$ cat src/rtl/adc_dcm_phase_ctrl.sv
`default_nettype none
// ============================================================================
// Module   : adc_dcm_phase_ctrl
// Purpose  : Walks the variable-phase-shift port of one ADC capture DCM toward
//            a clamped signed target, one tap at a time. Tracks the applied
//            phase and sequences the DCM reset on request or on lock loss.
// Revision : 1.0 - initial release
// ============================================================================
module adc_dcm_phase_ctrl #(
   parameter int PHASE_W     = 9,
   parameter int MAX_PHASE   = 255,
   parameter int SETTLE_CYC  = 16,
   parameter int TIMEOUT_CYC = 1023,
   parameter int RST_CYC     = 4
) (
   input  logic               sys_clk,
   input  logic               sys_rst_n,
   input  logic [PHASE_W-1:0] target_phase,
   input  logic               target_valid,
   output logic               target_ready,
   input  logic               rst_req,
   input  logic               err_clear,
   input  logic               dcm_locked,
   input  logic               dcm_psdone,
   output logic               dcm_psen,
   output logic               dcm_psincdec,
   output logic               dcm_rst,
   output logic [PHASE_W-1:0] cur_phase,
   output logic               busy,
   output logic               clamped,
   output logic               err_timeout,
   output logic               err_lock
);

   // One shared timer serves the settle, timeout and reset-pulse counts.
   localparam int TMAX_A = (TIMEOUT_CYC > SETTLE_CYC) ? TIMEOUT_CYC : SETTLE_CYC;
   localparam int TMAX   = (TMAX_A > RST_CYC) ? TMAX_A : RST_CYC;
   localparam int TMR_W  = $clog2(TMAX + 1);

   localparam logic signed [PHASE_W-1:0] C_MAX = PHASE_W'(MAX_PHASE);
   localparam logic signed [PHASE_W-1:0] C_MIN = -C_MAX;
   localparam logic signed [PHASE_W-1:0] C_ONE = PHASE_W'(1);
   localparam logic [TMR_W-1:0] C_TMR_ONE  = TMR_W'(1);
   localparam logic [TMR_W-1:0] C_TIMEOUT  = TMR_W'(TIMEOUT_CYC);
   localparam logic [TMR_W-1:0] C_SETTLE_L = TMR_W'(SETTLE_CYC - 1);
   localparam logic [TMR_W-1:0] C_RST_L    = TMR_W'(RST_CYC - 1);

   typedef enum logic [2:0] {
      S_IDLE      = 3'd0,
      S_STEP      = 3'd1,
      S_WAIT_DONE = 3'd2,
      S_SETTLE    = 3'd3,
      S_DCM_RST   = 3'd4,
      S_WAIT_LOCK = 3'd5
   } state_t;

   state_t                    state_q, state_d;
   logic signed [PHASE_W-1:0] tgt_q, tgt_d;
   logic signed [PHASE_W-1:0] cur_q, cur_d;
   logic [TMR_W-1:0]          timer_q, timer_d;
   logic                      rst_pend_q, rst_pend_d;
   logic                      psen_q, psen_d;
   logic                      incdec_q, incdec_d;
   logic                      dcm_rst_q, dcm_rst_d;
   logic                      busy_q, busy_d;
   logic                      clamped_q, clamped_d;
   logic                      err_to_q, err_to_d;
   logic                      err_lk_q, err_lk_d;

   logic signed [PHASE_W-1:0] tp_s;
   logic signed [PHASE_W-1:0] tp_clamped;
   logic                      tp_over;
   logic                      set_clamp, set_to, set_lock;

   // Handshake is decided from the current state and live request inputs.
   assign target_ready = (state_q == S_IDLE) & dcm_locked & ~rst_req;

   // Saturate the incoming request to the legal phase window.
   always_comb begin
      tp_s       = $signed(target_phase);
      tp_clamped = tp_s;
      tp_over    = 1'b0;
      if (tp_s > C_MAX) begin
         tp_clamped = C_MAX;
         tp_over    = 1'b1;
      end else if (tp_s < C_MIN) begin
         tp_clamped = C_MIN;
         tp_over    = 1'b1;
      end
   end

   // Next-state and next-value logic for the tap sequencer.
   always_comb begin
      state_d   = state_q;
      tgt_d     = tgt_q;
      cur_d     = cur_q;
      timer_d   = timer_q;
      incdec_d  = incdec_q;
      set_clamp = 1'b0;
      set_to    = 1'b0;
      set_lock  = 1'b0;

      case (state_q)
         S_IDLE: begin
            if (target_valid && target_ready) begin
               tgt_d     = tp_clamped;
               set_clamp = tp_over;
            end
            if (rst_req || rst_pend_q) begin
               state_d = S_DCM_RST;
               timer_d = '0;
            end else if (dcm_locked && (tgt_q != cur_q)) begin
               state_d  = S_STEP;
               incdec_d = (tgt_q > cur_q);
            end
         end
         S_STEP: begin
            timer_d = '0;
            if (!dcm_locked) begin
               set_lock = 1'b1;
               state_d  = S_DCM_RST;
            end else begin
               state_d = S_WAIT_DONE;
            end
         end
         S_WAIT_DONE: begin
            if (!dcm_locked) begin
               set_lock = 1'b1;
               state_d  = S_DCM_RST;
               timer_d  = '0;
            end else if (dcm_psdone) begin
               cur_d   = incdec_q ? (cur_q + C_ONE) : (cur_q - C_ONE);
               state_d = S_SETTLE;
               timer_d = '0;
            end else if (timer_q == C_TIMEOUT) begin
               // Abandon the walk where it stands rather than retrying.
               set_to  = 1'b1;
               tgt_d   = cur_q;
               state_d = S_IDLE;
            end else begin
               timer_d = timer_q + C_TMR_ONE;
            end
         end
         S_SETTLE: begin
            if (!dcm_locked) begin
               set_lock = 1'b1;
               state_d  = S_DCM_RST;
               timer_d  = '0;
            end else if (timer_q == C_SETTLE_L) begin
               state_d = S_IDLE;
            end else begin
               timer_d = timer_q + C_TMR_ONE;
            end
         end
         S_DCM_RST: begin
            if (timer_q == C_RST_L) begin
               // A freshly reset DCM sits at zero phase offset.
               cur_d   = '0;
               tgt_d   = '0;
               state_d = S_WAIT_LOCK;
            end else begin
               timer_d = timer_q + C_TMR_ONE;
            end
         end
         S_WAIT_LOCK: begin
            if (dcm_locked) begin
               state_d = S_IDLE;
            end
         end
         default: begin
            state_d = S_IDLE;
         end
      endcase
   end

   // Registered outputs follow the next state; sticky flags let a set win.
   always_comb begin
      psen_d    = (state_d == S_STEP);
      dcm_rst_d = (state_d == S_DCM_RST);
      busy_d    = (state_d != S_IDLE);
      if ((state_d == S_DCM_RST) && (state_q != S_DCM_RST)) begin
         rst_pend_d = 1'b0;
      end else begin
         rst_pend_d = rst_pend_q | rst_req;
      end
      clamped_d = (clamped_q & ~err_clear) | set_clamp;
      err_to_d  = (err_to_q  & ~err_clear) | set_to;
      err_lk_d  = (err_lk_q  & ~err_clear) | set_lock;
   end

   // State and output registers.
   always_ff @(posedge sys_clk or negedge sys_rst_n) begin
      if (!sys_rst_n) begin
         state_q    <= S_IDLE;
         tgt_q      <= '0;
         cur_q      <= '0;
         timer_q    <= '0;
         rst_pend_q <= 1'b0;
         psen_q     <= 1'b0;
         incdec_q   <= 1'b0;
         dcm_rst_q  <= 1'b0;
         busy_q     <= 1'b0;
         clamped_q  <= 1'b0;
         err_to_q   <= 1'b0;
         err_lk_q   <= 1'b0;
      end else begin
         state_q    <= state_d;
         tgt_q      <= tgt_d;
         cur_q      <= cur_d;
         timer_q    <= timer_d;
         rst_pend_q <= rst_pend_d;
         psen_q     <= psen_d;
         incdec_q   <= incdec_d;
         dcm_rst_q  <= dcm_rst_d;
         busy_q     <= busy_d;
         clamped_q  <= clamped_d;
         err_to_q   <= err_to_d;
         err_lk_q   <= err_lk_d;
      end
   end

   assign dcm_psen     = psen_q;
   assign dcm_psincdec = incdec_q;
   assign dcm_rst      = dcm_rst_q;
   assign cur_phase    = cur_q;
   assign busy         = busy_q;
   assign clamped      = clamped_q;
   assign err_timeout  = err_to_q;
   assign err_lock     = err_lk_q;

endmodule
`default_nettype wire

$ cat config.mk
export PLATFORM = sky130hd
export DESIGN_NAME = adc_dcm_phase_ctrl
export DESIGN_NICKNAME = d
export VERILOG_FILES = /design/src/rtl/adc_dcm_phase_ctrl.sv
export SDC_FILE = /design/constraint.sdc
export NUM_CORES = 1
export LEC_CHECK = 0
export CAP_MARGIN = 20
export CORE_ASPECT_RATIO = 0.75
export CORE_MARGIN = 4
export CORE_UTILIZATION = 40
export DETAILED_ROUTE_END_ITERATION = 16
export DONT_BUFFER_PORTS = 1
export GPL_TIMING_DRIVEN = 0
export HOLD_SLACK_MARGIN = 0.12
export PLACE_DENSITY = 0.57
export SLEW_MARGIN = 15
export SYNTH_ARGS = -nofsm -noshare
export SYNTH_HDL_FRONTEND = slang
export SYNTH_SLANG_ARGS = --single-unit
$ cat constraint.sdc
create_clock -name sys_clk -period 2.3 [get_ports sys_clk]
set_input_delay 0.345 -clock sys_clk [delete_from_list [all_inputs] [get_ports sys_clk]]
set_output_delay 0.345 -clock sys_clk [all_outputs]
set_load 0.02 [all_outputs]
==> results.cfg, run 1 <==
[final_layout]
fillers = 614
finish.utilization = 0.474
drive_gt1_frac = 0.200
fin_nets = 334
n_antenna_cell = 0
syn_to_final_growth_pct = 14.3

[clock_tree]
htree_levels = 2
clkLatencyLatePin_ps = 290
clockRootBuffer = clkbuf_8
cts.sink_count = 39
path_clk_slew_ps = 80
cts_tree = done
cts_buffers = 5
cts_max_path_buffers = 2

[setup_path]
cp_num_buf_inv = 1
cp_slowest_stage_delay_ps = 470
critical_path.top_delay_family = simple AND/OR/NAND/NOR gates
crit_fanout = 4
reg2reg_setup_slack_ps = 6
worstSetupStartpointType = register
cp.arrival_ps = 2490
crit_path_end_kind = register
worst_path_most_repeated_cell = nand3_2
crit_chain = clkinvlp_4 > fa_2 > a21oi_2 > nand4b_1 > nand3_2 > nand3_2 > or4b_4 > o311ai_2
critPathRequiredTime_ps = 2500
setup.worst_path.class = reg2reg
critical_path.slowest_cell = dfrtp_2

[placed_design]
hpwlAfterDp_um = 4930
gp_congestion = 0.824
port-buffer-count = 0
dpl_worst_slack_ps = -253

[global_routing]
antenna_found_initial = 0
grt_use_total = 0.178
grt_pass1_vias = 2011
grt_pass1_wl_um = 10900
grt_max_degree = 40
grt_overflow = 0

[timing]
hold-worst-slack_ps = 218
max_freq_mhz = 436
finalCritPeriodShare = 0.998
period_needed_ps = 2290
finalHoldViolations = 0
slew_violations = 0
worst_pin_slew_ps = 911
setup-violations-final = 0
fin_skew_ps = 5.06
slew_headroom = 0.392
rsz0062_at_grt = yes
layout_setup_ws_ps = 5.66

[power_and_ir_drop]
swShare = 0.412
switchingPower_mw = 1.09
p_clk_frac = 0.174
power_frac_seq = 0.356
irDropWorstVdd_mv = 0.354
power.leakage_nw = 1.31
powerDensity_mw_per_mm2 = 877
power_mw = 2.64
intPower_mw = 1.55
combPwrFrac = 0.470

[logic_synthesis]
synthMuxAreaShare = 0.0423
yosys.area_share.simple = 0.203
synth_fa_ha_area_frac = 0.0932
synth-compound-area-share = 0.227
synth-seq-area-share = 0.371
synth_top_flop_cell = dfrtp_1
syn_area_mm2 = 0.00263
synth_seq_cells = 39
synth_xor_area_frac = 0.0166
syn_inst = 286
synth.avg_cell_area_um2 = 9.20
synth_edf_count = 0
ys_warn_count = 0
synth_cell_type_count = 54
syn_nets = 321
synth_top_family_by_area = compound AO/OA/AOI/OAI gates
async_reset_ff_frac = 1.00

[min_path]
worst_hold_path_type = in2reg

[route]
wire_per_inst_um = 17.6
vias_per_cell = 5.83
drt_iter0_drc = 202
num_vias = 2220
drc = 0
first_pass_iters = 4
routed_wirelength_um = 6720
route.antenna.remaining_nets = 0

[die]
io_pins = 33
core_mm2 = 0.00635
rows = 25
die_area_mm2 = 0.00796
fp.dieW_um = 102
die_h_um = 78.3
start_util = 0.415

[outcome]
status = finished, final reports clean

[flow_run]
cap_violations = 0
==> cell usage after synthesis (4+ instances only) <==
cell / count / area share
nand2_1: 22 / 0.031
dfrtp_1: 39 / 0.37
nand3_1: 8 / 0.015
a31oi_1: 5 / 0.012
ha_1: 18 / 0.086
o31ai_2: 4 / 0.019
clkbuf_1: 4 / 0.0057
mux2_2: 9 / 0.038
nor2_1: 29 / 0.041
nand2b_1: 8 / 0.019
a22o_1: 15 / 0.050
inv_1: 16 / 0.023
a21oi_1: 9 / 0.017
o21ai_0: 31 / 0.059
nor2b_1: 5 / 0.012
==> cells in the final DEF (no fill, tap or decap), drive strengths merged, types with 2 or more instances in the layout <==
cell    Yosys  final
a22o       15     15
nand2      22     22
or2         4      4
a32o        2      2
buf         6     11
nor3        3      3
xor2        3      3
nor3b       3      3
xnor2       2      2
a21o        3      3
nand4       3      3
a31oi       5      5
nand3       9      9
nand2b      8      8
inv        16     15
nor2b       6      6
clkbuf      4     11
a21oi       9      9
or4         2      2
a32oi       3      3
o21ai      33     33
mux2        9      9
nor4        2      2
dfrtp      39     39
nor2       29     29
o21a        3      3
o31ai       4      4
and3        3      3
ha         18     18
or3         2      2
and2        2      2
==> registers in the layout, indices dropped and copies added (netlist names), 3 cells and up <==
name	count
cur_phase	9
state_q	3
timer_q	10
tgt_q	9
==> worst reg2reg max path, stage by stage (launching register included) <==
cell and delay [ps]:
dfrtp_2 470, clkinvlp_4 200, fa_2 450, a21oi_2 180
nand4b_1 180, nand3_2 100, nand3_2 70, or4b_4 460
o311ai_2 90
==> area by class of cell <==
cell class	count	area [µm²]	area share
inverter	16	63.8	0.0212
tap	81	101	0.0337
clock inverter	1	5.00	0.00166
clock buffer	7	76.3	0.0254
sequential	39	985	0.327
multi-input combinational	221	1650	0.548
buffer	10	63.8	0.0212
timing repair buffer	6	63.8	0.0212
==> final timing paths <==
check / startpoint / endpoint / cells past startpoint
setup / recovery: dcm_psincdec / cur_phase[8] / 8
hold / removal: target_valid / clamped / 1
setup reg to reg: dcm_psincdec / cur_phase[8] / 8
hold reg to reg: tgt_q[7] / tgt_q[7] / 1
max in group asynchronous: sys_rst_n / cur_phase[4] / 2
min in group asynchronous: sys_rst_n / cur_phase[7] / 2
==> power groups by stage <==
| stage | clock, mW | combinational, mW | sequential (mW) |
|---|---|---|---|
| after floorplan | 0 | 0.882 | 0.913 |
| after global placement | 0 | 1.11 | 0.941 |
| after detailed placement | 0 | 1.12 | 0.943 |
| after CTS | 0.480 | 1.18 | 0.933 |
| after global routing | 0.498 | 1.38 | 0.960 |
| final | 0.459 | 1.24 | 0.939 |
==> metrics by stage <==
step / instance area [µm²] / std cells / setup TNS (ps)
4_1_cts: 2890 / 379 / 0
2_1_floorplan: 2630 / 286 / 0
5_1_grt: 3010 / 381 / -133
3_3_place_gp: 2730 / 367 / -611
3_5_place_dp: 2730 / 367 / -635
6_report: 3010 / 381 / 0
==> cell families (layout without fill, tap and decap cells) <==
kind of cell	after synthesis	after routing
AO/OA/AOI/OAI	85	85
XOR/XNOR	5	5
adder cells (fa/ha/maj)	19	19
buffers and inverters	26	40
flip-flops	39	39
multiplexers	10	10
AND/OR/NAND/NOR	102	102
==> metal layers <==
metal | GRT usage | wire length [µm] | vias to the layer above
li1 | - | - | 1071
met1 | 0.308 | 3640 | 1072
met2 | 0.206 | 2470 | 70
met3 | 0.0488 | 568 | 7
met4 | 0.0412 | 52 | 0
met5 | 0 | 0 | -
==> timing repair <==
item,CTS,global route
resized for setup,6,23
pin swaps,1,7
gates cloned,0,0
endpoints found under the hold margin,39,0
setup endpoints to repair,3,29
setup buffers,2,2
hold buffers,2,0
No activity file was read; power rests on OpenSTA's default activity.
==> inputs of run 2 (changes only) <==
--- a/config.mk
+++ b/config.mk
@@ -9,6 +9,7 @@
 export CORE_ASPECT_RATIO = 0.75
 export CORE_MARGIN = 4
 export CORE_UTILIZATION = 40
+export CTS_BUF_LIST = sky130_fd_sc_hd__clkbuf_4 sky130_fd_sc_hd__clkbuf_8
 export DETAILED_ROUTE_END_ITERATION = 16
 export DONT_BUFFER_PORTS = 1
 export GPL_TIMING_DRIVEN = 0
==> results.cfg, run 2 (synthesis results as in run 1) <==
[outcome]
status = finished, final reports clean

[setup_path]
crit_path_end_kind = register
cp_num_buf_inv = 1
critical_path.top_delay_family = simple AND/OR/NAND/NOR gates
critical_path.slowest_cell = dfrtp_2
setup.worst_path.class = reg2reg
crit_chain = clkinvlp_4 > fa_2 > a21oi_2 > nand4b_1 > nand3_2 > nand3_2 > or4b_4 > o311ai_2
crit_fanout = 4
cp_slowest_stage_delay_ps = 470
critPathRequiredTime_ps = 2500
cp.arrival_ps = 2500
worstSetupStartpointType = register
worst_path_most_repeated_cell = nand3_2

[die]
rows = 25
fp.dieW_um = 102
die_area_mm2 = 0.00796
start_util = 0.415
io_pins = 33
die_h_um = 78.3
core_mm2 = 0.00635

[power_and_ir_drop]
powerDensity_mw_per_mm2 = 885
power.leakage_nw = 1.32
irDropWorstVdd_mv = 0.355

[global_routing]
grt_pass1_vias = 2011
antenna_found_initial = 0
grt_overflow = 0
grt_pass1_wl_um = 10900
grt_use_total = 0.178
grt_max_degree = 40

[route]
vias_per_cell = 5.83
num_vias = 2223
route.antenna.remaining_nets = 0
routed_wirelength_um = 6740
first_pass_iters = 5
drc = 0
wire_per_inst_um = 17.7
drt_iter0_drc = 215

[timing]
slew_violations = 0
slew_headroom = 0.390
finalCritPeriodShare = 0.999
fin_skew_ps = 8.23
rsz0062_at_grt = yes
period_needed_ps = 2300
layout_setup_ws_ps = 2.81
fin_tns_setup_ps = 0
finalHoldViolations = 0
setup-violations-final = 0
worst_pin_slew_ps = 916
max_freq_mhz = 435

[clock_tree]
cts_max_path_buffers = 2
cts.sink_count = 39
cts_tree = done
clockRootBuffer = clkbuf_8
cts_buffers = 5
htree_levels = 2
clkLatencyLatePin_ps = 300
path_clk_slew_ps = 80

[placed_design]
hpwlAfterDp_um = 4930
gp_congestion = 0.824
dpl_worst_slack_ps = -253
port-buffer-count = 0

[min_path]
worst_hold_path_type = in2reg

[final_layout]
drive_gt1_frac = 0.213
regMostFlops = timer_q
syn_to_final_growth_pct = 14.7
n_antenna_cell = 0
largest_reg_flops = 10
final_cell_mix = dfrtp_1 (31), o21ai_0 (30), nor2_1 (29)
finish.utilization = 0.475
final_common_cell = dfrtp_1
fin_nets = 334
fillers = 612

[flow_run]
cap_violations = 0
run 2: cell types whose count changed in the layout (fill, tap and decap cells not counted):
cell	delta
dfrtp_1	-1
dfrtp_2	+1
clkbuf_1	-2
nor2b_1	-1
clkbuf_4	+2
nor2b_2	+1
run 2: where the power goes:
group,internal [mW],switching (mW)
logic,0.534,0.711
clock network,0.237,0.249
registers,0.807,0.132
total,1.58,1.09
run 2: layout make-up:
type / count / area, µm² / share of cell area
Sequential cell: 39 / 986 / 0.327
Timing Repair Buffer: 6 / 63.8 / 0.0211
Buffer: 10 / 63.8 / 0.0211
Inverter: 16 / 63.8 / 0.0211
Clock buffer: 7 / 83.8 / 0.0278
Multi-Input combinational cell: 221 / 1650 / 0.547
Clock inverter: 1 / 5.00 / 0.00166
Tap cell: 81 / 101 / 0.0336
run 2: what timing repair did:
action,in CTS,in global routing
endpoints found under the setup margin,3,29
buffers inserted,2,2
resized for setup,6,25
pin swaps,1,7
hold buffers,2,0
hold endpoints to repair,39,0
run 2: metrics by stage:
stage,power [mW],hold WS [ps],cell area (µm²),instances
6_report,2.67,217,3020,381
3_3_place_gp,2.05,51.1,2730,367
5_1_grt,2.86,222,3020,381
4_1_cts,2.61,208,2900,379
3_5_place_dp,2.06,51.0,2730,367
2_1_floorplan,1.80,49.4,2630,286
run 2: routing by layer:
layer,global-route usage,routed length (µm),vias to the layer above
li1,-,-,1075
met4,0.0412,65,0
met1,0.308,3710,1078
met2,0.204,2480,61
met5,0,0,-
met3,0.0488,485,9
run 2: final timing paths:
path                           endpoint         start  slack (ps)  cells after the start
setup / recovery           cur_phase[8]  dcm_psincdec           3                      8
hold / removal               rst_pend_q       rst_req         220                      2
setup reg to reg           cur_phase[8]  dcm_psincdec           3                      8
hold reg to reg                tgt_q[1]      tgt_q[1]         510                      1
max in group asynchronous  cur_phase[4]     sys_rst_n        1570                      2
min in group asynchronous  cur_phase[7]     sys_rst_n         490                      2
